===== src/rtl/cpu_sequencer_pkg.sv =====
// cpu_sequencer_pkg
//   Shared types and constants for the accumulator-core sequencer:
//   FSM state encoding, accumulator source select, opcode set and the
//   bit positions of the fields inside the 16-bit instruction word.
package cpu_sequencer_pkg;

    typedef enum logic [2:0] {
        S_IDLE   = 3'd0,
        S_FETCH  = 3'd1,
        S_DECODE = 3'd2,
        S_EXEC   = 3'd3,
        S_MEM    = 3'd4,
        S_HALT   = 3'd5
    } seq_state_t;

    typedef enum logic [1:0] {
        ACC_RF   = 2'd0,
        ACC_IMM  = 2'd1,
        ACC_DMEM = 2'd2,
        ACC_ALU  = 2'd3
    } acc_sel_t;

    // Opcodes 6..15 are undefined and raise o_illegal.
    typedef enum logic [3:0] {
        OP_NOP = 4'h0,
        OP_LD  = 4'h1,
        OP_ST  = 4'h2,
        OP_ADD = 4'h3,
        OP_LDM = 4'h4,
        OP_STM = 4'h5
    } full_operation;

    // IR[7:6] value that makes LD take its operand from the immediate.
    localparam logic [1:0] DIRECT_LD = 2'b10;

    localparam int IR_RF_LSB   = 0;
    localparam int IR_RF_MSB   = 1;
    localparam int IR_OP_LSB   = 2;
    localparam int IR_OP_MSB   = 5;
    localparam int IR_MODE_LSB = 6;
    localparam int IR_MODE_MSB = 7;
    localparam int IR_IMM_LSB  = 8;
    localparam int IR_IMM_MSB  = 15;
    localparam int IR_DA_LSB   = 6;
    localparam int IR_DA_MSB   = 15;

endpackage


===== src/rtl/cpu_sequencer_if.sv =====
// cpu_sequencer_if
//   Bundle of the sequencer's control/bus signals.
//   master : the sequencer (consumes i_*, drives o_*)
//   slave  : the core / environment (drives i_*, consumes o_*)
//   i_start, i_halt_req, i_pc_addr, i_instr, i_dmem_ready  -> sequencer
//   o_pc_ce, o_rf_*, o_acc_*, o_imm, o_dmem_*, o_busy, o_halted,
//   o_error, o_illegal, o_retired                          <- sequencer
interface cpu_sequencer_if #(
    parameter int PC_W = 5
);
    logic            i_start;
    logic            i_halt_req;
    logic [PC_W-1:0] i_pc_addr;
    logic [15:0]     i_instr;
    logic            i_dmem_ready;

    logic            o_pc_ce;
    logic            o_rf_we;
    logic [1:0]      o_rf_addr;
    logic            o_acc_we;
    logic [1:0]      o_acc_sel;
    logic [7:0]      o_imm;
    logic            o_dmem_re;
    logic            o_dmem_we;
    logic [9:0]      o_dmem_addr;
    logic            o_busy;
    logic            o_halted;
    logic            o_error;
    logic            o_illegal;
    logic [7:0]      o_retired;

    modport master (
        input  i_start, i_halt_req, i_pc_addr, i_instr, i_dmem_ready,
        output o_pc_ce, o_rf_we, o_rf_addr, o_acc_we, o_acc_sel, o_imm,
               o_dmem_re, o_dmem_we, o_dmem_addr, o_busy, o_halted,
               o_error, o_illegal, o_retired
    );

    modport slave (
        output i_start, i_halt_req, i_pc_addr, i_instr, i_dmem_ready,
        input  o_pc_ce, o_rf_we, o_rf_addr, o_acc_we, o_acc_sel, o_imm,
               o_dmem_re, o_dmem_we, o_dmem_addr, o_busy, o_halted,
               o_error, o_illegal, o_retired
    );

endinterface


===== src/rtl/cpu_sequencer_seq_decode.sv =====
// seq_decode
//   Purely combinational opcode decode. Produces the EXEC-state strobes
//   and tells the FSM whether the instruction takes the MEM path.
//   i_op      : IR opcode field
//   i_mode    : IR[7:6], selects direct (immediate) LD
//   o_rf_we, o_acc_we, o_acc_sel, o_illegal : EXEC strobes (ungated)
//   o_is_mem  : LDM/STM, go through MEM instead of EXEC
//   o_is_stm  : memory op is a write
module seq_decode
    import cpu_sequencer_pkg::*;
(
    input  logic [3:0] i_op,
    input  logic [1:0] i_mode,
    output logic       o_rf_we,
    output logic       o_acc_we,
    output acc_sel_t   o_acc_sel,
    output logic       o_illegal,
    output logic       o_is_mem,
    output logic       o_is_stm
);

    always_comb begin
        o_rf_we   = 1'b0;
        o_acc_we  = 1'b0;
        o_acc_sel = ACC_RF;
        o_illegal = 1'b0;
        o_is_mem  = 1'b0;
        o_is_stm  = 1'b0;
        case (i_op)
            OP_NOP: ;
            OP_LD: begin
                o_acc_we  = 1'b1;
                o_acc_sel = (i_mode == DIRECT_LD) ? ACC_IMM : ACC_RF;
            end
            OP_ST:  o_rf_we = 1'b1;
            OP_ADD: begin
                o_acc_we  = 1'b1;
                o_acc_sel = ACC_ALU;
            end
            OP_LDM: o_is_mem = 1'b1;
            OP_STM: begin
                o_is_mem = 1'b1;
                o_is_stm = 1'b1;
            end
            default: o_illegal = 1'b1;
        endcase
    end

endmodule


===== src/rtl/cpu_sequencer.sv =====
// cpu_sequencer
//   Multi-cycle control FSM for the 8-bit accumulator core.
//   IDLE -> FETCH -> DECODE -> EXEC|MEM -> FETCH/HALT.
//   i_clk, i_rst : clock, asynchronous active-high reset
//   bus (master) : start/halt control, PC + instruction in, data-memory
//                  ready in; PC enable, RF/ACC/DMEM strobes, status out.
//   Strobes are decoded combinationally from the state and the IR so an
//   asynchronous reset drops every request in the same cycle.
module cpu_sequencer
    import cpu_sequencer_pkg::*;
#(
    parameter int MEM_TIMEOUT  = 15,
    parameter bit STOP_AT_WRAP = 1'b1,
    parameter int PC_W         = 5
) (
    input logic             i_clk,
    input logic             i_rst,
    cpu_sequencer_if.master bus
);

    localparam logic [PC_W-1:0] PC_LAST  = '1;
    localparam logic [7:0]      TMO_LAST = 8'(MEM_TIMEOUT - 1);

    seq_state_t  state_q, state_d;
    logic [15:0] ir_q, ir_d;
    logic [7:0]  tmo_q, tmo_d;
    logic [7:0]  retired_q, retired_d;
    logic        error_q, error_d;
    logic        halt_pend_q, halt_pend_d;

    logic     dec_rf_we, dec_acc_we, dec_illegal, dec_is_mem, dec_is_stm;
    acc_sel_t dec_acc_sel;

    seq_decode u_decode (
        .i_op      (ir_q[IR_OP_MSB:IR_OP_LSB]),
        .i_mode    (ir_q[IR_MODE_MSB:IR_MODE_LSB]),
        .o_rf_we   (dec_rf_we),
        .o_acc_we  (dec_acc_we),
        .o_acc_sel (dec_acc_sel),
        .o_illegal (dec_illegal),
        .o_is_mem  (dec_is_mem),
        .o_is_stm  (dec_is_stm)
    );

    logic in_exec, in_mem, busy, mem_done, pc_ce, stop_here;
    acc_sel_t acc_sel;

    assign in_exec  = (state_q == S_EXEC);
    assign in_mem   = (state_q == S_MEM);
    assign busy     = (state_q != S_IDLE) && (state_q != S_HALT);
    assign mem_done = in_mem && bus.i_dmem_ready;
    assign pc_ce    = in_exec || mem_done;

    // A halt request seen at any point of the instruction is honoured at
    // the retire boundary, hence the pending flag alongside the live input.
    assign stop_here = halt_pend_q || bus.i_halt_req ||
                       (STOP_AT_WRAP && (bus.i_pc_addr == PC_LAST));

    always_comb begin
        state_d     = state_q;
        ir_d        = ir_q;
        tmo_d       = tmo_q;
        error_d     = error_q;
        halt_pend_d = halt_pend_q;
        retired_d   = retired_q;

        if (busy && bus.i_halt_req) halt_pend_d = 1'b1;
        if (pc_ce) retired_d = retired_q + 8'd1;

        case (state_q)
            S_IDLE: if (bus.i_start) state_d = S_FETCH;
            S_FETCH: begin
                ir_d    = bus.i_instr;
                state_d = S_DECODE;
            end
            S_DECODE: begin
                tmo_d   = 8'd0;
                state_d = dec_is_mem ? S_MEM : S_EXEC;
            end
            S_EXEC: state_d = stop_here ? S_HALT : S_FETCH;
            S_MEM: begin
                if (bus.i_dmem_ready) begin
                    tmo_d   = 8'd0;
                    state_d = stop_here ? S_HALT : S_FETCH;
                end else if (tmo_q == TMO_LAST) begin
                    // Give up: request drops with the state change, no retire.
                    tmo_d   = 8'd0;
                    error_d = 1'b1;
                    state_d = S_HALT;
                end else begin
                    tmo_d = tmo_q + 8'd1;
                end
            end
            S_HALT: begin
                if (bus.i_start && !bus.i_halt_req) begin
                    error_d = 1'b0;
                    state_d = S_FETCH;
                end
            end
            default: state_d = S_IDLE;
        endcase

        if (state_d == S_HALT) halt_pend_d = 1'b0;
    end

    always_ff @(posedge i_clk or posedge i_rst) begin
        if (i_rst) begin
            state_q     <= S_IDLE;
            ir_q        <= '0;
            tmo_q       <= '0;
            retired_q   <= '0;
            error_q     <= 1'b0;
            halt_pend_q <= 1'b0;
        end else begin
            state_q     <= state_d;
            ir_q        <= ir_d;
            tmo_q       <= tmo_d;
            retired_q   <= retired_d;
            error_q     <= error_d;
            halt_pend_q <= halt_pend_d;
        end
    end

    always_comb begin
        acc_sel = ACC_RF;
        if (in_exec && dec_acc_we)       acc_sel = dec_acc_sel;
        else if (mem_done && !dec_is_stm) acc_sel = ACC_DMEM;
    end

    assign bus.o_pc_ce     = pc_ce;
    assign bus.o_rf_we     = in_exec && dec_rf_we;
    assign bus.o_rf_addr   = ir_q[IR_RF_MSB:IR_RF_LSB];
    assign bus.o_acc_we    = (in_exec && dec_acc_we) || (mem_done && !dec_is_stm);
    assign bus.o_acc_sel   = acc_sel;
    assign bus.o_imm       = ir_q[IR_IMM_MSB:IR_IMM_LSB];
    assign bus.o_dmem_re   = in_mem && !dec_is_stm;
    assign bus.o_dmem_we   = in_mem && dec_is_stm;
    assign bus.o_dmem_addr = ir_q[IR_DA_MSB:IR_DA_LSB];
    assign bus.o_busy      = busy;
    assign bus.o_halted    = (state_q == S_HALT);
    assign bus.o_error     = error_q;
    assign bus.o_illegal   = in_exec && dec_illegal;
    assign bus.o_retired   = retired_q;

endmodule


===== src/flat_wrapper.sv =====
// flat-port wrapper written by rule: the top's interface ports become plain ports
module cpu_sequencer_flat import cpu_sequencer_pkg::*;
#(
    parameter int MEM_TIMEOUT  = 15,
    parameter bit STOP_AT_WRAP = 1'b1,
    parameter int PC_W         = 5
)
  (i_clk, i_rst, bus_i_start, bus_i_halt_req, bus_i_pc_addr, bus_i_instr, bus_i_dmem_ready, bus_o_pc_ce, bus_o_rf_we, bus_o_rf_addr, bus_o_acc_we, bus_o_acc_sel, bus_o_imm, bus_o_dmem_re, bus_o_dmem_we, bus_o_dmem_addr, bus_o_busy, bus_o_halted, bus_o_error, bus_o_illegal, bus_o_retired);
  cpu_sequencer_if #(.PC_W(PC_W)) bus_i ();
  input logic i_clk;
  input logic i_rst;
  input wire logic [$bits(bus_i.i_start)-1:0] bus_i_start;
  input wire logic [$bits(bus_i.i_halt_req)-1:0] bus_i_halt_req;
  input wire logic [$bits(bus_i.i_pc_addr)-1:0] bus_i_pc_addr;
  input wire logic [$bits(bus_i.i_instr)-1:0] bus_i_instr;
  input wire logic [$bits(bus_i.i_dmem_ready)-1:0] bus_i_dmem_ready;
  output wire logic [$bits(bus_i.o_pc_ce)-1:0] bus_o_pc_ce;
  output wire logic [$bits(bus_i.o_rf_we)-1:0] bus_o_rf_we;
  output wire logic [$bits(bus_i.o_rf_addr)-1:0] bus_o_rf_addr;
  output wire logic [$bits(bus_i.o_acc_we)-1:0] bus_o_acc_we;
  output wire logic [$bits(bus_i.o_acc_sel)-1:0] bus_o_acc_sel;
  output wire logic [$bits(bus_i.o_imm)-1:0] bus_o_imm;
  output wire logic [$bits(bus_i.o_dmem_re)-1:0] bus_o_dmem_re;
  output wire logic [$bits(bus_i.o_dmem_we)-1:0] bus_o_dmem_we;
  output wire logic [$bits(bus_i.o_dmem_addr)-1:0] bus_o_dmem_addr;
  output wire logic [$bits(bus_i.o_busy)-1:0] bus_o_busy;
  output wire logic [$bits(bus_i.o_halted)-1:0] bus_o_halted;
  output wire logic [$bits(bus_i.o_error)-1:0] bus_o_error;
  output wire logic [$bits(bus_i.o_illegal)-1:0] bus_o_illegal;
  output wire logic [$bits(bus_i.o_retired)-1:0] bus_o_retired;
  assign bus_i.i_start = bus_i_start;
  assign bus_i.i_halt_req = bus_i_halt_req;
  assign bus_i.i_pc_addr = bus_i_pc_addr;
  assign bus_i.i_instr = bus_i_instr;
  assign bus_i.i_dmem_ready = bus_i_dmem_ready;
  assign bus_o_pc_ce = bus_i.o_pc_ce;
  assign bus_o_rf_we = bus_i.o_rf_we;
  assign bus_o_rf_addr = bus_i.o_rf_addr;
  assign bus_o_acc_we = bus_i.o_acc_we;
  assign bus_o_acc_sel = bus_i.o_acc_sel;
  assign bus_o_imm = bus_i.o_imm;
  assign bus_o_dmem_re = bus_i.o_dmem_re;
  assign bus_o_dmem_we = bus_i.o_dmem_we;
  assign bus_o_dmem_addr = bus_i.o_dmem_addr;
  assign bus_o_busy = bus_i.o_busy;
  assign bus_o_halted = bus_i.o_halted;
  assign bus_o_error = bus_i.o_error;
  assign bus_o_illegal = bus_i.o_illegal;
  assign bus_o_retired = bus_i.o_retired;
  cpu_sequencer #(.MEM_TIMEOUT(MEM_TIMEOUT), .STOP_AT_WRAP(STOP_AT_WRAP), .PC_W(PC_W)) u_core (.i_clk(i_clk), .i_rst(i_rst), .bus(bus_i));
endmodule

===== config.mk =====
export PLATFORM = sky130hd
export DESIGN_NAME = cpu_sequencer_flat
export DESIGN_NICKNAME = d
export VERILOG_FILES = /design/src/rtl/cpu_sequencer_pkg.sv /design/src/rtl/cpu_sequencer_if.sv /design/src/rtl/cpu_sequencer_seq_decode.sv /design/src/rtl/cpu_sequencer.sv /design/src/flat_wrapper.sv
export SDC_FILE = /design/constraint.sdc
export NUM_CORES = 1
export LEC_CHECK = 0
export BUFFER_PORTS_ARGS = -buffer_cell sky130_fd_sc_hd__buf_2
export CAP_MARGIN = 20
export CORE_MARGIN = 2
export CORE_UTILIZATION = 54
export DETAILED_ROUTE_END_ITERATION = 8
export HOLD_SLACK_MARGIN = 0.15
export PLACE_DENSITY = 0.92
export SETUP_SLACK_MARGIN = 0.05
export SYNTH_ARGS = -nofsm -noshare
export SYNTH_HDL_FRONTEND = slang
export SYNTH_SLANG_ARGS = --single-unit
export TNS_END_PERCENT = 10

===== constraint.sdc =====
create_clock -name i_clk -period 3.3 [get_ports i_clk]
set_input_delay 0.33 -clock i_clk [delete_from_list [all_inputs] [get_ports i_clk]]
set_output_delay 0.33 -clock i_clk [all_outputs]
set_load 0.02 [all_outputs]

Yosys cells after proc, flatten, opt, wreduce, memory -nomap -nowiden
Cells that the tools add are included.
Widths: inputs -> output; s select.
{"block": "word_totals", "inputBits": 26, "elab_cells": 77, "out_inout_bits": 39, "reg_bits": 37}
{"block": "classes", "eq_ne": 18, "add_sub_neg": 2, "n_reduce_logical": 26, "mux": 25}
{"cell": "$mux 3", "count": 6}
{"cell": "$pmux 3 s6", "count": 1}
{"cell": "$add 8x1->8 const B", "count": 2}
{"cell": "$mux 8", "count": 2}
{"cell": "$pmux 8 s2", "count": 1}
{"cell": "$mux 1", "count": 11}
{"cell": "$logic_and 1x1->1", "count": 10}
{"cell": "$eq 3x3->1 const B", "count": 3}
{"cell": "$eq 4x2->1 const B", "count": 2}
{"cell": "$eq 4x3->1 const B", "count": 2}
{"cell": "$eq 8x4->1 const B", "count": 1}
{"cell": "$eq 3x2->1 const B", "count": 2}
{"cell": "$reduce_bool 2->1", "count": 3}
{"cell": "$reduce_or 6->1", "count": 1}
{"cell": "$eq 5x5->1 const B", "count": 1}
{"cell": "$eq 4x1->1 const B", "count": 1}
{"cell": "$logic_not 4->1", "count": 1}
{"cell": "$logic_or 1x1->1", "count": 4}
{"cell": "$mux 2", "count": 2}
{"cell": "$ne 2x2->1 const B", "count": 2}
{"cell": "$pmux 2 s2", "count": 1}
{"cell": "$reduce_and 4->1", "count": 1}
{"cell": "$reduce_or 2->1", "count": 2}
{"cell": "$eq 3x1->1 const B", "count": 1}
{"cell": "other kinds (7)", "count": 8}

Longest topological paths before layout
Gate-level depths: netlist (run 1).
{"block": "depth", "depth_word": 7, "ltp_mapped": 6, "depth_no_buf": 6}

Hierarchy
A second synthesis (run 1) with hierarchy kept.
{"block": "hier_totals", "cells_unflattened": 207, "area_unflattened_um2": 2097.0}
{"mod": "cpu_sequencer", "seq_area_each_um2": 925.9, "cells_per_inst": 195, "instances": 1, "area_each_um2": 2028.2}
{"mod": "seq_decode", "seq_area_each_um2": 0.0, "cells_per_inst": 12, "instances": 1, "area_each_um2": 68.8}

Worst setup path after synthesis (run 1)
Ideal clock, no wire load.
{"block": "synth_path", "kind": "reg-to-output", "from": "register u_core.state_q[0]", "to": "output bus_o_acc_sel[1]", "path_buffers": 0, "setup_slack_ns": 1.367, "arrival_ns": 1.603, "stages_incl_launch_ff": 5, "required_ns": 2.970, "path_cell_list": "dfrtp_1 > or3b_4 > a21oi_1 > nand2_1 > o21ai_0"}
{"block": "synth_via", "elab_chain_cells": 5, "word_cells_on_any_way": 7, "classes_between": "eq/ne: 2; mux: 2; reduce/logical: 3"}
{"item": "start, declared", "line_no": "cpu_sequencer.sv:24", "text": "seq_state_t state_q, state_d;"}
{"item": "start signal, assigned", "line_no": "cpu_sequencer.sv:115", "text": "state_q <= state_d;"}
{"item": "$eq 3x3->1", "line_no": "cpu_sequencer.sv:49", "text": "assign in_mem = (state_q == S_MEM);"}
{"item": "$logic_and 1x1->1", "line_no": "cpu_sequencer.sv:51", "text": "assign mem_done = in_mem && bus.i_dmem_ready;"}
{"item": "$logic_and 1x1->1", "line_no": "cpu_sequencer.sv:127", "text": "else if (mem_done && !dec_is_stm) acc_sel = ACC_DMEM;"}
{"item": "$mux 2", "line_no": "cpu_sequencer.sv:127"}
{"item": "$mux 2 (*)", "line_no": "cpu_sequencer.sv:126", "text": "if (in_exec && dec_acc_we) acc_sel = dec_acc_sel;"}
{"item": "end, declared", "line_no": "flat_wrapper.sv:21", "text": "output wire logic [$bits(bus_i.o_acc_sel)-1:0] bus_o_acc_sel;"}
Mark *: on every way between the ends. The rest lies on a longest branch, timed or not.

Worst setup path after layout (run 1)
{"block": "layout_path", "from": "register u_core.state_q[2]", "to": "output bus_o_acc_sel[1]"}
The elaborated chain is that of the path after synthesis.

==> flow_summary.toml, run 1 <==
[run_status]
outcome = "completed"

[final_layout]
drive_above_1_share_pct = 38.5
postLayoutCoreUtil_pct = 63.6
area_growth_pct = 15.4
antennaDiodeCount = 0
nNetsFinal = 267
fill_cells = 301

[sta]
finalMaxSlewViolations = 0
relSlewSlack_pct = 48.4
rsz0062_at_grt = "no"
timing.final.hold_violations = 0
setup_viol = 0
finalCritPeriodShare_pct = 68.5
fin_tns_setup_ns = 0
worstMarginPinSlew_ns = 0.773
post-route-min-period_ns = 2.26
fmax_mhz = 442
fin_skew_ns = 0.00479

[routing]
wl_um = 3650
route.detailed.drc = 0
vias = 1474
vias_per_cell = 5.14
drtPass1Iterations = 4
drtAntennaViolNets = 0
routedWlPerCell_um = 12.7
drtIter0Drc = 59

[logic_synthesis]
syn_inst = 190
yosys.area_share.xor_xnor_pct = 4.85
synthFlopType = "dfrtp_1"
synth_top_cell_area_share_pct = 46.6
synthTopCellsByArea = "dfrtp_1, mux2_2, buf_4, xnor2_1, nand2_1"
ys_types = 37
syn_nets = 219
synth_fa_ha_area_share_pct = 1.89
synth_edf_count = 0
syn_avg_cell_area_um2 = 10.5
yosysTopAreaCell = "dfrtp_1"
syn_area_um2 = 1990
seq_area_frac_synth_pct = 46.6
synth_mux_area_share_pct = 9.07
synth-simple-area-share_pct = 18.2
synth_warnings = 0
synth_compound_area_share_pct = 9.51
synth-seq-cells = 37
synth_top_family_by_area = "simple AND/OR/NAND/NOR gates"
ys_async_sr_fraction_pct = 100

[floorplanning]
dieArea_um2 = 4180
die_h_um = 64.7
core_um2 = 3610
io_pins = 65
start_util_pct = 55.1
row_count = 22
die_x_um = 64.7

[grt]
track_usage_pct = 18.6
grt_pass1_vias = 1316
grt_first_pass_wirelength_um = 5900
grt_max_degree = 38
grt.overflow.total = 0
antenna_found_initial = 0

[setup_path]
crit_fanout = 14
cpPeakStageDelay_ns = 0.60
path_delay_family = "flip-flops"
cp_num_buf_inv = 1
arrival_ns = 1.93
r2r_cells = 3
required_ns = 2.97
crit_cells = 5
crit_chain = "or3b_4 -> a21oi_1 -> nand2_1 -> o21ai_0 -> buf_2"
crit_slowest_cell = "dfrtp_1"
worstSetupPathType = "flop to output pin"
startpoint_type = "flop"
critical_path.endpoint_type = "output pin"

[power]
power_mw = 2.11
p_leak_nw = 1.10
irDropWorstVdd_uv = 490
p_per_area_nw_per_um2 = 918

[clock_tree]
cts-root-buf = "clkbuf_8"
cts_sinks = 37
cts_tree = "done"
cts_setup_buffers = 0
clock_path_buffers = 2
cts_buffers = 5
clkTransAtPathRegs_ns = 0.06
clk_latency_ns = 0.29
ctsHtreeMaxLevel = 2

[flow_run]
drv_cap = 0

[worst_hold_path]
hold_depth = 2
hold_path_class = "input port to flop"

[placement]
port_buffers = 64
gp_congestion = 0.830
dpl.hpwl_um = 2730
final timing paths:
check | startpoint | slack (ns) | endpoint
max in group asynchronous | i_rst | 2.29 | u_core.ir_q[7]
worst min-delay path | bus_i_start | 0.26 | u_core.bus.o_error
worst max-delay path | u_core.state_q[2] | 1.04 | bus_o_acc_sel[1]
min in group asynchronous | i_rst | 0.70 | u_core.halt_pend_q
worst max register to register | u_core.state_q[1] | 1.38 | u_core.ir_q[11]
worst min register to register | u_core.bus.o_retired[7] | 0.47 | u_core.bus.o_retired[7]
synth_stat cells (2+ instances only):
master and instances:
a21oi_1 11, nor2_1 6, ha_1 3, nand4_1 3, nand2b_1 7, nor3b_1 6
and4_1 3, nand2_1 15, a31oi_1 5, and3_1 4, xor2_1 2, buf_2 4
inv_1 6, buf_4 20, dfrtp_1 37, o21ai_0 7, xnor2_1 9, mux2_2 16
nand3_1 6, nand3b_1 3
where the power goes:
part           switching, mW  internal [mW]
Clock                  0.147          0.146
Combinational          0.575          0.419
Sequential             0.194          0.625
Total                  0.916           1.19
layout make-up:
cell class / count / area (um^2) / share of cell area, %
Sequential cell: 37 / 926 / 40.4
Multi-Input combinational cell: 122 / 865 / 37.7
Timing Repair Buffer: 66 / 338 / 14.7
Clock buffer: 6 / 72.6 / 3.16
Tap cell: 48 / 60.1 / 2.62
Inverter: 6 / 22.5 / 0.982
Clock inverter: 2 / 10.0 / 0.436
what timing repair did:
action | in CTS | in global routing
gates resized for setup | 0 | 0
hold endpoints to repair | 37 | 0
hold buffers | 1 | 0
metrics by stage:
stage          setup WS (ns)  std cells  hold slack, ns  area [um^2]
2_1_floorplan           1.37        190           0.427         1990
3_3_place_gp            1.39        278           0.455         2200
3_5_place_dp            1.35        278           0.453         2200
4_1_cts                 1.04        287           0.254         2290
5_1_grt                0.891        287           0.262         2290
6_report                1.04        287           0.260         2290
cells by family after synthesis:
| logic type | count (synthesis) |
|---|---|
| mux | 16 |
| buf+inv | 31 |
| flops | 37 |
| xor+xnor | 11 |
| simple gates | 62 |
| compound gates | 30 |
| fa+ha+maj | 3 |
placed cells by master (no fill, tap or decap), types with 2 or more instances in the layout:
master,instances
clkinv_2,2
xnor2_1,9
mux2_2,16
xor2_1,2
nand2_1,15
a31oi_1,5
o21ai_0,7
nand2b_1,7
inv_1,6
buf_2,64
nand3_1,6
and4_1,3
nand4_1,3
nand3b_1,3
nor2_1,6
dfrtp_1,37
a21oi_1,11
ha_1,3
nor3b_1,6
and3_1,4
clkbuf_8,5
state kept, by name, indices dropped and copies added, names as in the netlist:
register and cells:
u_core.bus.o_error 1, u_core.tmo_q 8, u_core.halt_pend_q 1, u_core.state_q 3, u_core.bus.o_retired 8, u_core.ir_q 16
routing by layer:
metal | track usage (%) | up-vias | wire length, um
met5 | 0 | - | 0
met4 | 6.38 | 0 | 61
met3 | 5.21 | 6 | 227
met2 | 30.1 | 50 | 1750
met1 | 24.0 | 674 | 1610
li1 | - | 744 | -
Power figures use the tool's default switching activity.
==> inputs of run 2 (changes only) <==
--- a/config.mk
+++ b/config.mk
@@ -8,10 +8,10 @@
 export BUFFER_PORTS_ARGS = -buffer_cell sky130_fd_sc_hd__buf_2
 export CAP_MARGIN = 20
 export CORE_MARGIN = 2
-export CORE_UTILIZATION = 54
+export CORE_UTILIZATION = 50
 export DETAILED_ROUTE_END_ITERATION = 8
 export HOLD_SLACK_MARGIN = 0.15
-export PLACE_DENSITY = 0.92
+export PLACE_DENSITY = 0.87
 export SETUP_SLACK_MARGIN = 0.05
 export SYNTH_ARGS = -nofsm -noshare
 export SYNTH_HDL_FRONTEND = slang
==> constraint.sdc (replaced) <==
create_clock -name i_clk -period 2.2 [get_ports i_clk]
set_input_delay 0.22 -clock i_clk [delete_from_list [all_inputs] [get_ports i_clk]]
set_output_delay 0.22 -clock i_clk [all_outputs]
set_load 0.02 [all_outputs]
==> flow_summary.toml, run 2 (same netlist as run 1, synthesis figures left out) <==
[clock_tree]
cts_sinks = 37
cts-root-buf = "clkbuf_8"
clk_latency_ns = 0.29
clkTransAtPathRegs_ns = 0.07
cts_tree = "done"
cts_buffers = 5
clock_path_buffers = 2
ctsHtreeMaxLevel = 2
cts_setup_buffers = 0

[setup_path]
rr_startpoint = "u_core.tmo_q[0]"
required_ns = 1.98
crit_chain = "or3b_4 -> a21oi_1 -> nand2_1 -> o21ai_0 -> buf_2"
worstSetupPathType = "flop to output pin"
r2r_cells = 6
arrival_ns = 1.80
startpoint_type = "flop"
crit_slowest_cell = "dfrtp_1"
crit_fanout = 13
rrSetupSlack_ns = 0.45
cpPeakStageDelay_ns = 0.53
r2r_end = "u_core.tmo_q[4]"
critical_path.endpoint_type = "output pin"

[floorplanning]
dieArea_um2 = 4490
die_h_um = 67.0
die_x_um = 67.0
core_um2 = 3740
io_pins = 65
row_count = 22
start_util_pct = 53.1

[grt]
grt_first_pass_wirelength_um = 6330
antenna_found_initial = 0
track_usage_pct = 19.1
grt.overflow.total = 0
grt_pass1_vias = 1424
grt_max_degree = 38

[sta]
setup_viol = 0
finalCritPeriodShare_pct = 92.0
rsz0062_at_grt = "no"
finalMaxSlewViolations = 0
fin_skew_ns = 0.00421
finalHoldWorstSlack_ns = 0.157
worstMarginPinSlew_ns = 0.591
post-route-min-period_ns = 2.02
fmax_mhz = 494
fin_tns_setup_ns = 0
timing.final.hold_violations = 0
relSlewSlack_pct = 60.5

[worst_hold_path]
hold_path_class = "input port to flop"
hold_depth = 2
min_to = "u_core.ir_q[1]"
min-delay-start = "bus_i_instr[1]"

[final_layout]
largest_reg_flops = 16
largest_register = "u_core.ir_q"
drive_above_1_share_pct = 39.8
area_growth_pct = 20.1
nNetsFinal = 272
final_common_cell = "buf_2"
final_cell_mix = "buf_2, dfrtp_1, mux2_2, nand2_1, a21oi_1"
final_area_um2 = 2390
antennaDiodeCount = 0

[placement]
port_buffers = 64
dpl.hpwl_um = 2780
gp_congestion = 0.917
dpl-instance-area_um2 = 2210

[power]
irDropWorstVdd_uv = 538
p_per_area_nw_per_um2 = 1410
p_leak_nw = 1.13

[routing]
vias = 1528
route.detailed.drc = 0
routedWlPerCell_um = 13.3
vias_per_cell = 5.23
drtPass1Iterations = 4
drtIter0Drc = 38
drtAntennaViolNets = 0
wl_um = 3880

[run_status]
outcome = "completed"

[flow_run]
drv_cap = 0
==> run 2: worst max-delay path, delay by kind of cell, from the launching register on <==
family	cells	cell delay (ns)
AOI/OAI and AO/OA	2	0.23
buffers and inverters	1	0.18
DFF	1	0.53
and+or+nand+nor	2	0.57
==> run 2: per-layer routing <==
metal / routed length, um / share of wire, % / GRT usage [%]
met2: 1780 / 46 / 30.2
met5: 0 / 0 / 0
met3: 234 / 6.0 / 5.57
met4: 81 / 2.1 / 7.91
met1: 1790 / 46 / 24.2
==> run 2: worst max-delay path by stage <==
stage / from / slack, ns / to
finish: u_core.state_q[1] / 0.18 / bus_o_acc_sel[1]
global route: u_core.state_q[1] / 0.07 / bus_o_acc_sel[1]
CTS: u_core.state_q[2] / 0.1 / bus_o_acc_sel[1]
detailed placement: u_core.state_q[2] / 0.38 / u_core.bus.o_retired[1]
global placement: u_core.state_q[2] / 0.43 / u_core.bus.o_retired[1]
floorplan: u_core.state_q[0] / 0.38 / bus_o_acc_sel[1]
==> run 2: power breakdown <==
group,switching [mW],total [mW],internal (mW)
clock network,0.243,0.612,0.368
registers,0.294,1.24,0.941
logic,0.875,1.52,0.646
==> run 2: what timing repair did <==
item | 4_1_cts | 5_1_grt
resized for setup | 1 | 2
endpoints found under the setup margin | 1 | 3
hold buffers | 5 | 0
hold endpoints to repair | 41 | 0
==> run 2: final cells by class <==
cell class,count,area (um^2)
well taps,48,60.1
multi-input cells,122,870
flip-flops and latches,37,928
clock buffers,6,82.6
fillers,304,1360
inverters,6,22.5
repair buffers,71,385
clock inverters,2,37.5
==> run 2: stage by stage <==
step | worst slack, ns | instances | utilization, % | power [mW]
floorplan | 0.377 | 190 | - | 2.55
global placement | 0.434 | 279 | 59.0 | 2.70
detailed placement | 0.381 | 279 | 59.0 | 2.76
CTS | 0.0989 | 292 | 63.7 | 3.40
global route | 0.0689 | 292 | 63.7 | 3.61
finish | 0.177 | 292 | 63.7 | 3.37
==> inputs of run 3 (changes only) <==
--- a/config.mk
+++ b/config.mk
@@ -12,6 +12,7 @@
 export DETAILED_ROUTE_END_ITERATION = 8
 export HOLD_SLACK_MARGIN = 0.15
 export PLACE_DENSITY = 0.87
+export RECOVER_POWER = 25
 export SETUP_SLACK_MARGIN = 0.05
 export SYNTH_ARGS = -nofsm -noshare
 export SYNTH_HDL_FRONTEND = slang
==> flow_summary.toml, run 3 (same netlist as run 1, synthesis figures left out) <==
[floorplanning]
row_count = 22
dieArea_um2 = 4490
die_h_um = 67.0
die_x_um = 67.0
start_util_pct = 53.1
io_pins = 65
core_um2 = 3740

[final_layout]
multi_input_area_um2 = 870
final_cell_mix = "buf_2, dfrtp_1, mux2_2, nand2_1, a21oi_1"
fill_cells = 305
final_area_um2 = 2380
largest_reg_flops = 16
area_growth_pct = 20.0
nNetsFinal = 272
largest_register = "u_core.ir_q"
final_common_cell = "buf_2"
drive_above_1_share_pct = 39.8
ff_latch_area_um2 = 928
antennaDiodeCount = 0

[sta]
rsz0062_at_grt = "no"
worstMarginPinSlew_ns = 0.893
timing.final.hold_violations = 0
finalCritPeriodShare_pct = 92.0
fmax_mhz = 494
setup_ws_ns = 0.177
relSlewSlack_pct = 40.5
fin_skew_ns = 0.00421
finalMaxSlewViolations = 0
fin_tns_setup_ns = 0
post-route-min-period_ns = 2.02
setup_viol = 0

[power]
p_per_area_nw_per_um2 = 1410
switching_power_mw = 1.41
internal_power_mw = 1.96
netSwitchingFraction_pct = 41.9
comb_power_share_pct = 45.1
p_leak_nw = 1.13
clockPowerShare_pct = 18.2
seqPwrFrac_pct = 36.7
power_mw = 3.37
irDropWorstVdd_uv = 538

[clock_tree]
ctsHtreeMaxLevel = 2
clock_path_buffers = 2
cts_tree = "done"
cts_buffers = 5
clk_latency_ns = 0.29
cts-root-buf = "clkbuf_8"
cts_sinks = 37
clkTransAtPathRegs_ns = 0.07

[setup_path]
required_ns = 1.98
path_delay_family = "simple AND/OR/NAND/NOR gates"
crit_fanout = 13
crit_chain = "or3b_4 -> a21oi_1 -> nand2_1 -> o21ai_0 -> buf_2"
startpoint_type = "flop"
cpPeakStageDelay_ns = 0.53
cp_num_buf_inv = 1
arrival_ns = 1.80
critical_path.endpoint_type = "output pin"
worstSetupPathType = "flop to output pin"
crit_slowest_cell = "dfrtp_1"

[routing]
wl_um = 3880
route.detailed.drc = 0
drtPass1Iterations = 4
drtIter0Drc = 38
vias = 1528
drtAntennaViolNets = 0
routedWlPerCell_um = 13.3
vias_per_cell = 5.23

[grt]
grt_max_degree = 38
grt_pass1_vias = 1424
grt_first_pass_wirelength_um = 6330
track_usage_pct = 19.1
grt.overflow.total = 0
antenna_found_initial = 0

[placement]
dp_slack_ns = 0.381
dpl.hpwl_um = 2780
gp_congestion = 0.917
port_buffers = 64
dpl-instance-area_um2 = 2210

[worst_hold_path]
hold_path_class = "input port to flop"

[run_status]
outcome = "completed"

[flow_run]
drv_cap = 0
## run 3: changes by cell type in the layout (fill, tap and decap cells not counted)
| cell | delta |
|---|---|
| clkbuf_2 | +1 |
| buf_4 | -1 |
## run 3: power by group through the flow
stage                     clock network [mW]  logic [mW]  registers (mW)
after floorplan                            0        1.37            1.19
after global placement                     0        1.49            1.22
after detailed placement                   0        1.52            1.24
after CTS                              0.627        1.54            1.23
after global routing                   0.661        1.66            1.28
final                                  0.612        1.52            1.24
## run 3: per-layer routing
layer | vias up | track usage, % | share of wire, %
met5 | - | 0 | 0
met4 | 0 | 7.91 | 2.1
met3 | 7 | 5.57 | 6.0
met2 | 59 | 30.2 | 46
met1 | 708 | 24.2 | 46
li1 | 754 | - | -
## run 3: timing repair
item                       in CTS  in global routing
hold buffers                    5                  0
hold endpoints to repair       41                  0
setup endpoints to repair       1                  3
resized for setup               1                  2
gates cloned                    0                  0
setup buffers                   0                  0
## run 3: area by class of cell
cell class / count / share of cell area [%]
multi-input cells: 122 / 36.5
flip-flops and latches: 37 / 39.0
inverters: 6 / 0.945
repair buffers: 71 / 16.1
well taps: 48 / 2.52
clock buffers: 6 / 3.46
clock inverters: 2 / 1.57
## run 3: through the flow
stage               hold WS (ns)  instances  util (%)
floorplan                  0.317        190         -
global placement           0.350        279      59.0
detailed placement         0.348        279      59.0
CTS                        0.152        292      63.7
global route               0.155        292      63.7
finish                     0.157        292      63.7
## run 3: path summary, 6_finish.rpt
kind | from | end | slack, ns | depth (start not counted)
worst max-delay path | u_core.state_q[1] | bus_o_acc_sel[1] | 0.18 | 5
worst min-delay path | bus_i_instr[1] | u_core.ir_q[1] | 0.16 | 2
worst max register to register | u_core.tmo_q[0] | u_core.tmo_q[4] | 0.45 | 6
worst min register to register | u_core.bus.o_retired[7] | u_core.bus.o_retired[7] | 0.47 | 1
max in group asynchronous | i_rst | u_core.state_q[0] | 0.84 | 4
min in group asynchronous | i_rst | u_core.bus.o_retired[7] | 0.74 | 4
